[config.mk]
export PLATFORM = sky130hd
export DESIGN_NAME = cam_sccb_config
export DESIGN_NICKNAME = d
export VERILOG_FILES = /design/src/rtl/cam_sccb_config.sv
export SDC_FILE = /design/constraint.sdc
export NUM_CORES = 1
export LEC_CHECK = 0
export ABC_CLOCK_PERIOD_IN_PS = 4250
export CORE_MARGIN = 8
export CORE_UTILIZATION = 40
export CTS_BUF_LIST = sky130_fd_sc_hd__clkbuf_4
export DETAILED_ROUTE_END_ITERATION = 7
export PLACE_DENSITY = 0.53
export SKIP_CTS_REPAIR_TIMING = 1
export SLEW_MARGIN = 10
export SYNTH_ARGS = -nofsm -noshare
export SYNTH_HDL_FRONTEND = slang
export SYNTH_SLANG_ARGS = --single-unit
[constraint.sdc]
create_clock -name clk -period 4.25 [get_ports clk]
set_input_delay 0.85 -clock clk [delete_from_list [all_inputs] [get_ports clk]]
set_output_delay 0.85 -clock clk [all_outputs]
set_load 0.005 [all_outputs]
[src/rtl/cam_sccb_config.sv]
// OV7670 power-up sequencer: walks a fixed register table and issues each entry
// as a 3-phase SCCB write (device ID, register, value) on SIOC / open-drain SIOD.
module cam_sccb_config #(
  parameter int         QUARTER   = 250,
  parameter logic [7:0] DEV_ADDR  = 8'h42,
  parameter int         DELAY_CYC = 1000000
) (
  input  logic       clk,
  input  logic       rst,
  input  logic       start,
  output logic       sioc,
  output logic       siod_oe,
  output logic       busy,
  output logic       done,
  output logic [2:0] cfg_index
);

  localparam int TW = (QUARTER > 1) ? $clog2(QUARTER) : 1;
  localparam int DW = (DELAY_CYC > 1) ? $clog2(DELAY_CYC) : 1;

  typedef enum logic [2:0] {
    S_IDLE, S_START, S_BIT, S_STOP, S_GAP, S_DELAY, S_DONE
  } state_t;

  state_t        state, state_n;
  logic [TW-1:0] tcnt, tcnt_n;
  logic [1:0]    qtr, qtr_n;
  logic [4:0]    bidx, bidx_n;
  logic [DW-1:0] dcnt, dcnt_n;
  logic [2:0]    idx_n;
  logic          busy_n, done_n, sioc_n, oe_n;
  logic          q_end, phase_end;

  function automatic logic [15:0] entry(input logic [2:0] i);
    case (i)
      3'd0:    entry = 16'h1280;
      3'd1:    entry = 16'h1204;
      3'd2:    entry = 16'h40D0;
      3'd3:    entry = 16'h8C02;
      3'd4:    entry = 16'h0C04;
      default: entry = 16'h3E1A;
    endcase
  endfunction

  // Don't-care (ack) slots carry a 1 so SIOD is released there.
  function automatic logic [26:0] frame(input logic [2:0] i);
    logic [15:0] e;
    e = entry(i);
    frame = {DEV_ADDR, 1'b1, e[15:8], 1'b1, e[7:0], 1'b1};
  endfunction

  // Returns {sioc, siod_oe} for a given position in the write.
  function automatic logic [1:0] lines(input state_t st, input logic [1:0] q,
                                       input logic [4:0] b, input logic [2:0] i);
    logic [26:0] f;
    f = frame(i);
    case (st)
      S_START: lines = {1'b1, q[1]};
      S_BIT:   lines = {q[1], ~f[5'd26 - b]};
      S_STOP:  lines = {q != 2'd0, ~q[1]};
      default: lines = 2'b10;
    endcase
  endfunction

  assign q_end     = (tcnt == TW'(QUARTER - 1));
  assign phase_end = q_end && (qtr == 2'd3);

  always_comb begin
    state_n = state;
    tcnt_n  = tcnt;
    qtr_n   = qtr;
    bidx_n  = bidx;
    dcnt_n  = dcnt;
    idx_n   = cfg_index;
    busy_n  = busy;
    done_n  = done;

    if (state == S_START || state == S_BIT || state == S_STOP || state == S_GAP) begin
      if (q_end) begin
        tcnt_n = '0;
        qtr_n  = qtr + 2'd1;
      end else begin
        tcnt_n = tcnt + TW'(1);
      end
    end

    case (state)
      S_IDLE, S_DONE: begin
        if (start) begin
          state_n = S_START;
          idx_n   = 3'd0;
          busy_n  = 1'b1;
          done_n  = 1'b0;
          tcnt_n  = '0;
          qtr_n   = 2'd0;
          bidx_n  = 5'd0;
        end
      end
      S_START: if (phase_end) begin
        state_n = S_BIT;
        bidx_n  = 5'd0;
      end
      S_BIT: if (phase_end) begin
        if (bidx == 5'd26) state_n = S_STOP;
        else               bidx_n  = bidx + 5'd1;
      end
      S_STOP: if (phase_end) state_n = S_GAP;
      S_GAP: if (phase_end) begin
        // Entry 0 is the soft reset; the sensor needs settle time before the rest.
        if (cfg_index == 3'd0) begin
          state_n = S_DELAY;
          dcnt_n  = '0;
        end else if (cfg_index < 3'd5) begin
          idx_n   = cfg_index + 3'd1;
          state_n = S_START;
        end else begin
          state_n = S_DONE;
          busy_n  = 1'b0;
          done_n  = 1'b1;
        end
      end
      S_DELAY: begin
        if (dcnt == DW'(DELAY_CYC - 1)) begin
          state_n = S_START;
          idx_n   = 3'd1;
          tcnt_n  = '0;
          qtr_n   = 2'd0;
        end else begin
          dcnt_n = dcnt + DW'(1);
        end
      end
      default: state_n = S_IDLE;
    endcase

    {sioc_n, oe_n} = lines(state_n, qtr_n, bidx_n, idx_n);
  end

  always_ff @(posedge clk or negedge rst) begin
    if (!rst) begin
      state     <= S_IDLE;
      tcnt      <= '0;
      qtr       <= 2'd0;
      bidx      <= 5'd0;
      dcnt      <= '0;
      cfg_index <= 3'd0;
      busy      <= 1'b0;
      done      <= 1'b0;
      sioc      <= 1'b1;
      siod_oe   <= 1'b0;
    end else begin
      state     <= state_n;
      tcnt      <= tcnt_n;
      qtr       <= qtr_n;
      bidx      <= bidx_n;
      dcnt      <= dcnt_n;
      cfg_index <= idx_n;
      busy      <= busy_n;
      done      <= done_n;
      sioc      <= sioc_n;
      siod_oe   <= oe_n;
    end
  end

endmodule

After elaboration in Yosys (flattened, before gate mapping) --
Cells that the tools add are included.
Storage, ports and cells: register bits 45, bits of input ports 3, output and inout bits 7, word-level logic and storage cells 105
Cells by class: add/subtract/negate cells 6, order comparisons 2, equal/unequal tests 23, muxes and demuxes 49, bitwise logic cells 2, reductions and logical operators 13
Operators by type and width (count):
- $pmux W16 S5 | 1
- $mux W20 | 3
- $mux W3 | 14
- $pmux W20 S2 | 1
- $mux W8 | 4
- $add A20 B1 Y20 const B | 1
- $eq A20 B20 Y1 const B | 1
- $mux W5 | 4
- $eq A3 B2 Y1 const B | 6
- $pmux W3 S6 | 1
- $pmux W8 S2 | 1
- $pmux W5 S3 | 1
- $eq A3 B3 Y1 const B | 4
- $ne A2 B2 Y1 const B | 5
- $eq A3 B1 Y1 const B | 3
- $logic_not A3 Y1 | 3
- $mux W1 | 9
- $pmux W3 S3 | 1
- $add A8 B1 Y8 const B | 1
- $eq A8 B8 Y1 const B | 1
- $mux W2 | 4
- $lt A5 B6 Y1 const B | 1
- $pmux W2 S3 | 1
- $reduce_bool A2 Y1 | 3
- other kinds (17) | 21

Depth between registers and ports, before layout --
word-level depth 11, mapped depth 14, gate-level depth less buffers 13

Least setup slack after synthesis --
OpenSTA, ideal clock, no wires.
kind reg-to-reg, start register dcnt[7], end register siod_oe, library setup time 0.130 ns, arrival 2.793 ns, data required time 4.120 ns, slack 1.327 ns, cell stages (with the launch flop) 10, path buffers 0, period minus slack after synthesis 2.923 ns, cells stage by stage dfrtp_1 > or4_1 > or4_4 > o31a_1 > o22ai_4 > a31oi_1 > o22ai_1 > nand2_1 > a2111oi_2 > o22ai_1
Between the ends: word-level cells in the longest chain between the ends 9, elaborated cells between the ends (all ways) 21, classes of those cells eq/ne (8); mux (10); bitwise (2); reduce/logical (1)
Ends and longest elaborated chain:
- start, declared | line 29 | logic [DW-1:0] dcnt, dcnt_n;
- start signal, assigned | line 155 | dcnt <= dcnt_n;
- $eq A20 B20 Y1 * | line 123 | if (dcnt == DW'(DELAY_CYC - 1)) begin
- $mux W3 | line 123
- $pmux W3 S3 | line 87 | case (state)
- $eq A3 B3 Y1, or another cell as far along | line 35 | case (i)
- $pmux W16 S5 | line 35
- $bmux W1 S5 | line 59 | S_BIT: lines = {q[1], ~f[5'd26 - b]};
- $mux W1 (not written as such) | line 59
- $not A1 Y1 | line 59
- $pmux W2 S3 * | line 57 | case (st)
- via oe_n | line 31 | logic busy_n, done_n, sioc_n, oe_n;
- end signal, assigned | line 160 | siod_oe <= oe_n;
- end, declared | line 12 | output logic siod_oe,
Mark *: on every way through the listed nets, which the timed path passes. The rest lies on a longest branch. The select of a mux whose other input is x is not followed. A chain may end at the register's enable or synchronous reset.

Worst setup path after layout --
start input start, end register siod_oe
Between the ends: word-level cells in the longest chain between the ends 8, elaborated cells between the ends (all ways) 23, classes of those cells add/sub (1); eq/ne (7); mux (12); bitwise (2); reduce/logical (1)
Ends and longest elaborated chain:
- start, declared | line 10 | input logic start,
- $mux W3 * | line 89 | if (start) begin
- $pmux W3 S3 * | line 87
- via idx_n[0] | line 30 | logic [2:0] idx_n;
- $eq A3 B3 Y1, or another cell as far along | line 35
- $pmux W16 S5 * | line 35
- $bmux W1 S5 * | line 59
- $mux W1 (not written as such) * | line 59
- $not A1 Y1 * | line 59
- $pmux W2 S3 * | line 57
- via oe_n | line 31
Marked as above.

==> qor.log <==
qor: synth.asyncSetResetFlopFracSynth 1.00
qor: synth.yosys.area_share.simple 0.261
qor: synth.syn_inst 343
qor: clock_network.cts_inserted_buffers 5
qor: sta.period_utilization_post_route 0.824
qor: global_routing.first_global_vias 2375
qor: floorplanning.dieArea 0.0106 mm^2
qor: power_and_ir_drop.power.ir.vdd_worst 346 uV
qor: final_layout.finish.net_count 362
qor: power_and_ir_drop.fraction_of_power_spent_switching_nets 0.417
qor: clock_network.clkSinkCount 45
qor: floorplanning.floorplan.initialDensity 0.417
qor: synth.synth_enable_flop_cells 0
qor: sta.worst_slew_pin_slew 1.03 ns
qor: setup_path.critical_path.cell_chain clkdlybuf4s50_1 -> or2b_2 -> o22a_2 -> a21o_2 -> a221oi_1 -> clkinv_1 -> xnor2_1 -> nor4_1 -> o21ai_0 -> a21oi_1 -> o22ai_1
qor: synth.yosys-mux-area-fraction 0.0210
qor: drt.postRouteAntennaNets 0
qor: sta.setup_repair_after_global_routing_missed_its_margin no
qor: synth.synth_area 0.00304 mm^2
qor: synth.synth-xor-area-share 0.0807
qor: setup_path.cpLargestDelayFamily compound AO/OA/AOI/OAI gates
qor: setup_path.cp.required 4.49 ns
qor: worst_hold_path.hold_path_class reg2reg
qor: synth.synth_adder_area_share 0.0453
qor: global_routing.initial_antenna_violation_count 1
qor: synth.mappedNetlistNets 357
qor: drt.drc 0
qor: run_status.run_status finished clean
qor: synth.synthesis.yosys.warnings 0
qor: sta.post-route-min-period 3.50 ns
qor: floorplanning.core-area 0.00729 mm^2
qor: synth.synth_seq_cells 45
qor: final_layout.drive_above_1_share 0.0917
qor: setup_path.setup.worst_path.end_class flop
qor: setup_path.path_max_fanout 8
qor: power_and_ir_drop.combinationalPowerShare 0.445
qor: sta.final-setup-viol-count 0
qor: drt.highest-signal-layer met4
qor: clock_network.clk_latency 0.36 ns
qor: floorplanning.row_count 31
qor: drt.drt_iter0_drc 188
qor: synth.synth_area_per_cell 8.86 um^2
qor: clock_network.cts-htree-levels 2
qor: setup_path.timing.critical_path.from_type input pin
qor: setup_path.crit_path_top_delay_cell sky130_fd_sc_hd__clkdlybuf4s50_1
qor: clock_network.tritoncts_clock_tree done
qor: drt.drt-met1-wl 3440 um
qor: setup_path.ff2ff_setup_slack 0.88 ns
qor: clock_network.cts.reportedPaths.clkPinSlew 0.12 ns
qor: power_and_ir_drop.p_switching 0.628 mW
qor: setup_path.cp.arrival 3.74 ns
qor: drt.vias_per_cell 5.51
qor: sta.setup_skew 0.0151 ns
qor: sta.slew_headroom 0.311
qor: floorplanning.design.portCount 10
qor: synth.synth.lib_cells_used.distinct 67
qor: floorplanning.floorplan.die.height 103 um
qor: sta.finalSetupTns 0 ns
qor: global_routing.grt_max_degree 46
qor: placement.gp_congestion 0.884
qor: drt.routed-wl-met3 259 um
qor: setup_path.critical_path_class in2reg
qor: synth.largest_family_of_logic_cells_by_synthesized_area simple AND/OR/NAND/NOR gates
qor: sta.final.hold.worst_slack 0.535 ns
qor: final_layout.fill_cells 760
qor: floorplanning.die_w 103 um
qor: sta.max_clock_freq 286 MHz
qor: final_layout.areaGrowthSynthToFinish 6.13%
qor: sta.hold_viol 0
qor: sta.timing.final.max_slew_violations 0
qor: global_routing.first_pass_grt_wire_length 11400 um
qor: synth.ys.flop_type sky130_fd_sc_hd__dfrtp_1
qor: power_and_ir_drop.power_share_of_the_clock_group 0.139
qor: placement.portBuffers 9
qor: synth.synth-seq-area-share 0.371
qor: power_and_ir_drop.cellPowerDensity 467 mW/mm^2
qor: power_and_ir_drop.power.internal 0.878 mW
qor: setup_path.cpPeakStageDelay 0.60 ns
qor: power_and_ir_drop.leakage 1.36 nW
qor: clock_network.maximum_root_to_sink_buffer_count 2
qor: global_routing.track_usage 0.136
qor: drt.vias 2475
qor: drt.met2WireLength 2920 um
qor: power_and_ir_drop.pwr-share-seq 0.415
qor: run.max_cap_violations 0
qor: drt.wl_per_cell 15.0 um
qor: global_routing.grt_ovf 0
qor: setup_path.critical_path.n_buffers_inverters 2
qor: drt.detailedRoute.firstPassIterationCount 4
qor: drt.detail_route.wirelength 6730 um
qor: placement.hpwl_after_detailed_placement 4910 um
qor: clock_network.clk_root_buffer_cell sky130_fd_sc_hd__clkbuf_4
qor: synth.complex_gate_fraction_of_the_synthesized_area 0.164
[routing by layer]
| layer | up-vias | global-route usage |
|---|---|---|
| li1 | 1236 | - |
| met1 | 1177 | 0.187 |
| met2 | 53 | 0.207 |
| met3 | 9 | 0.0243 |
| met4 | 0 | 0.0512 |
| met5 | - | 0 |
[cell usage in the layout, fill, tap and decap left out, drive strengths merged, types with 2 or more instances in the layout]
cell type,n
mux2,3
nand2,29
ha,11
or4,2
clkbuf,5
o22ai,7
or2b,2
inv,20
nand3,13
and3,6
or2,3
a21o,4
o21ai,15
a221oi,2
nand4,15
clkinv,4
nor3b,5
o211ai,4
o31a,2
xnor2,12
nor2,40
nor4,7
or3,4
o22a,2
mux2i,3
nand2b,5
nor3,8
a31oi,5
and4b,2
xor2,16
a211oi,2
o21a,4
clkdlybuf4s50,8
buf,3
a21oi,11
dfrtp,44
o31ai,2
[cell type report]
type | count | area (um^2) | area share
Tap cell | 99 | 124 | 0.0384
Inverter | 21 | 78.8 | 0.0244
Timing Repair Buffer | 11 | 100 | 0.0310
Sequential cell | 45 | 1130 | 0.349
Antenna cell | 1 | 2.50 | 0.000776
Multi-Input combinational cell | 264 | 1740 | 0.539
Clock inverter | 3 | 17.5 | 0.00543
Clock buffer | 5 | 37.5 | 0.0116
[worst register-to-register path, delay by kind of cell, from the launching register on]
family                   cells  cell delay, ns
adder cells (fa/ha/maj)      2            0.51
buffers and inverters        2            0.21
AND/OR/NAND/NOR              5            1.09
flip-flops                   1            0.42
AO/OA/AOI/OAI                4            1.02
[cells in the mapped netlist, types with 6 or more instances]
cell / count / area (um^2)
sky130_fd_sc_hd__nand3_1: 13 / 65.1
sky130_fd_sc_hd__inv_1: 19 / 71.3
sky130_fd_sc_hd__dfrtp_1: 44 / 1100
sky130_fd_sc_hd__a21oi_1: 11 / 55.1
sky130_fd_sc_hd__o22ai_1: 6 / 37.5
sky130_fd_sc_hd__nand2_1: 28 / 105
sky130_fd_sc_hd__nand4_1: 15 / 93.8
sky130_fd_sc_hd__nor3_1: 8 / 40.0
sky130_fd_sc_hd__nor4_1: 6 / 37.5
sky130_fd_sc_hd__nor2_1: 40 / 150
sky130_fd_sc_hd__xor2_1: 16 / 140
sky130_fd_sc_hd__o21ai_0: 15 / 75.1
sky130_fd_sc_hd__xnor2_1: 12 / 105
sky130_fd_sc_hd__ha_1: 11 / 138
[flip-flops by register name, summed over array words and instances, names as in the netlist]
register,cells
cfg_index,3
qtr,2
sioc,1
state,3
tcnt,8
dcnt,20
done,1
bidx,5
siod_oe,1
busy,1
[power by group through the flow]
stage	clock [mW]	sequential [mW]	combinational [mW]
finish	0.210	0.625	0.671
CTS	0.220	0.626	0.670
detailed placement	0	0.632	0.669
floorplan	0	0.601	0.528
global route	0.240	0.640	0.755
global placement	0	0.633	0.661
[worst paths after layout]
path | from | end | cells after the start
worst min-delay path | done$_DFFE_PN0P_ | done$_DFFE_PN0P_ | 1
worst max register to register | tcnt[1]$_DFF_PN0_ | siod_oe$_DFF_PN0_ | 13
worst min register to register | done$_DFFE_PN0P_ | done$_DFFE_PN0P_ | 1
max in group asynchronous | rst | siod_oe$_DFF_PN0_ | 1
worst max-delay path | start | siod_oe$_DFF_PN0_ | 11
min in group asynchronous | rst | tcnt[2]$_DFF_PN0_ | 1
[metrics by stage]
| step | instance area [um^2] | std cells | util | total power [mW] | worst slack, ns |
|---|---|---|---|---|---|
| global placement | 3170 | 440 | 0.434 | 1.29 | 0.495 |
| global route | 3230 | 449 | 0.442 | 1.64 | 0.561 |
| CTS | 3220 | 448 | 0.442 | 1.52 | 0.783 |
| detailed placement | 3170 | 440 | 0.434 | 1.30 | 0.392 |
| floorplan | 3040 | 343 | - | 1.13 | 1.33 |
| finish | 3230 | 449 | 0.442 | 1.51 | 0.749 |
[kinds of logic after synthesis]
kind of cell             after synthesis
AND/OR/NAND/NOR                      149
buffers and inverters                 34
adder cells (fa/ha/maj)               11
flip-flops                            45
multiplexers                           6
AO/OA/AOI/OAI                         70
XOR/XNOR                              28
Note: power is estimated with default switching activity, not from simulation.
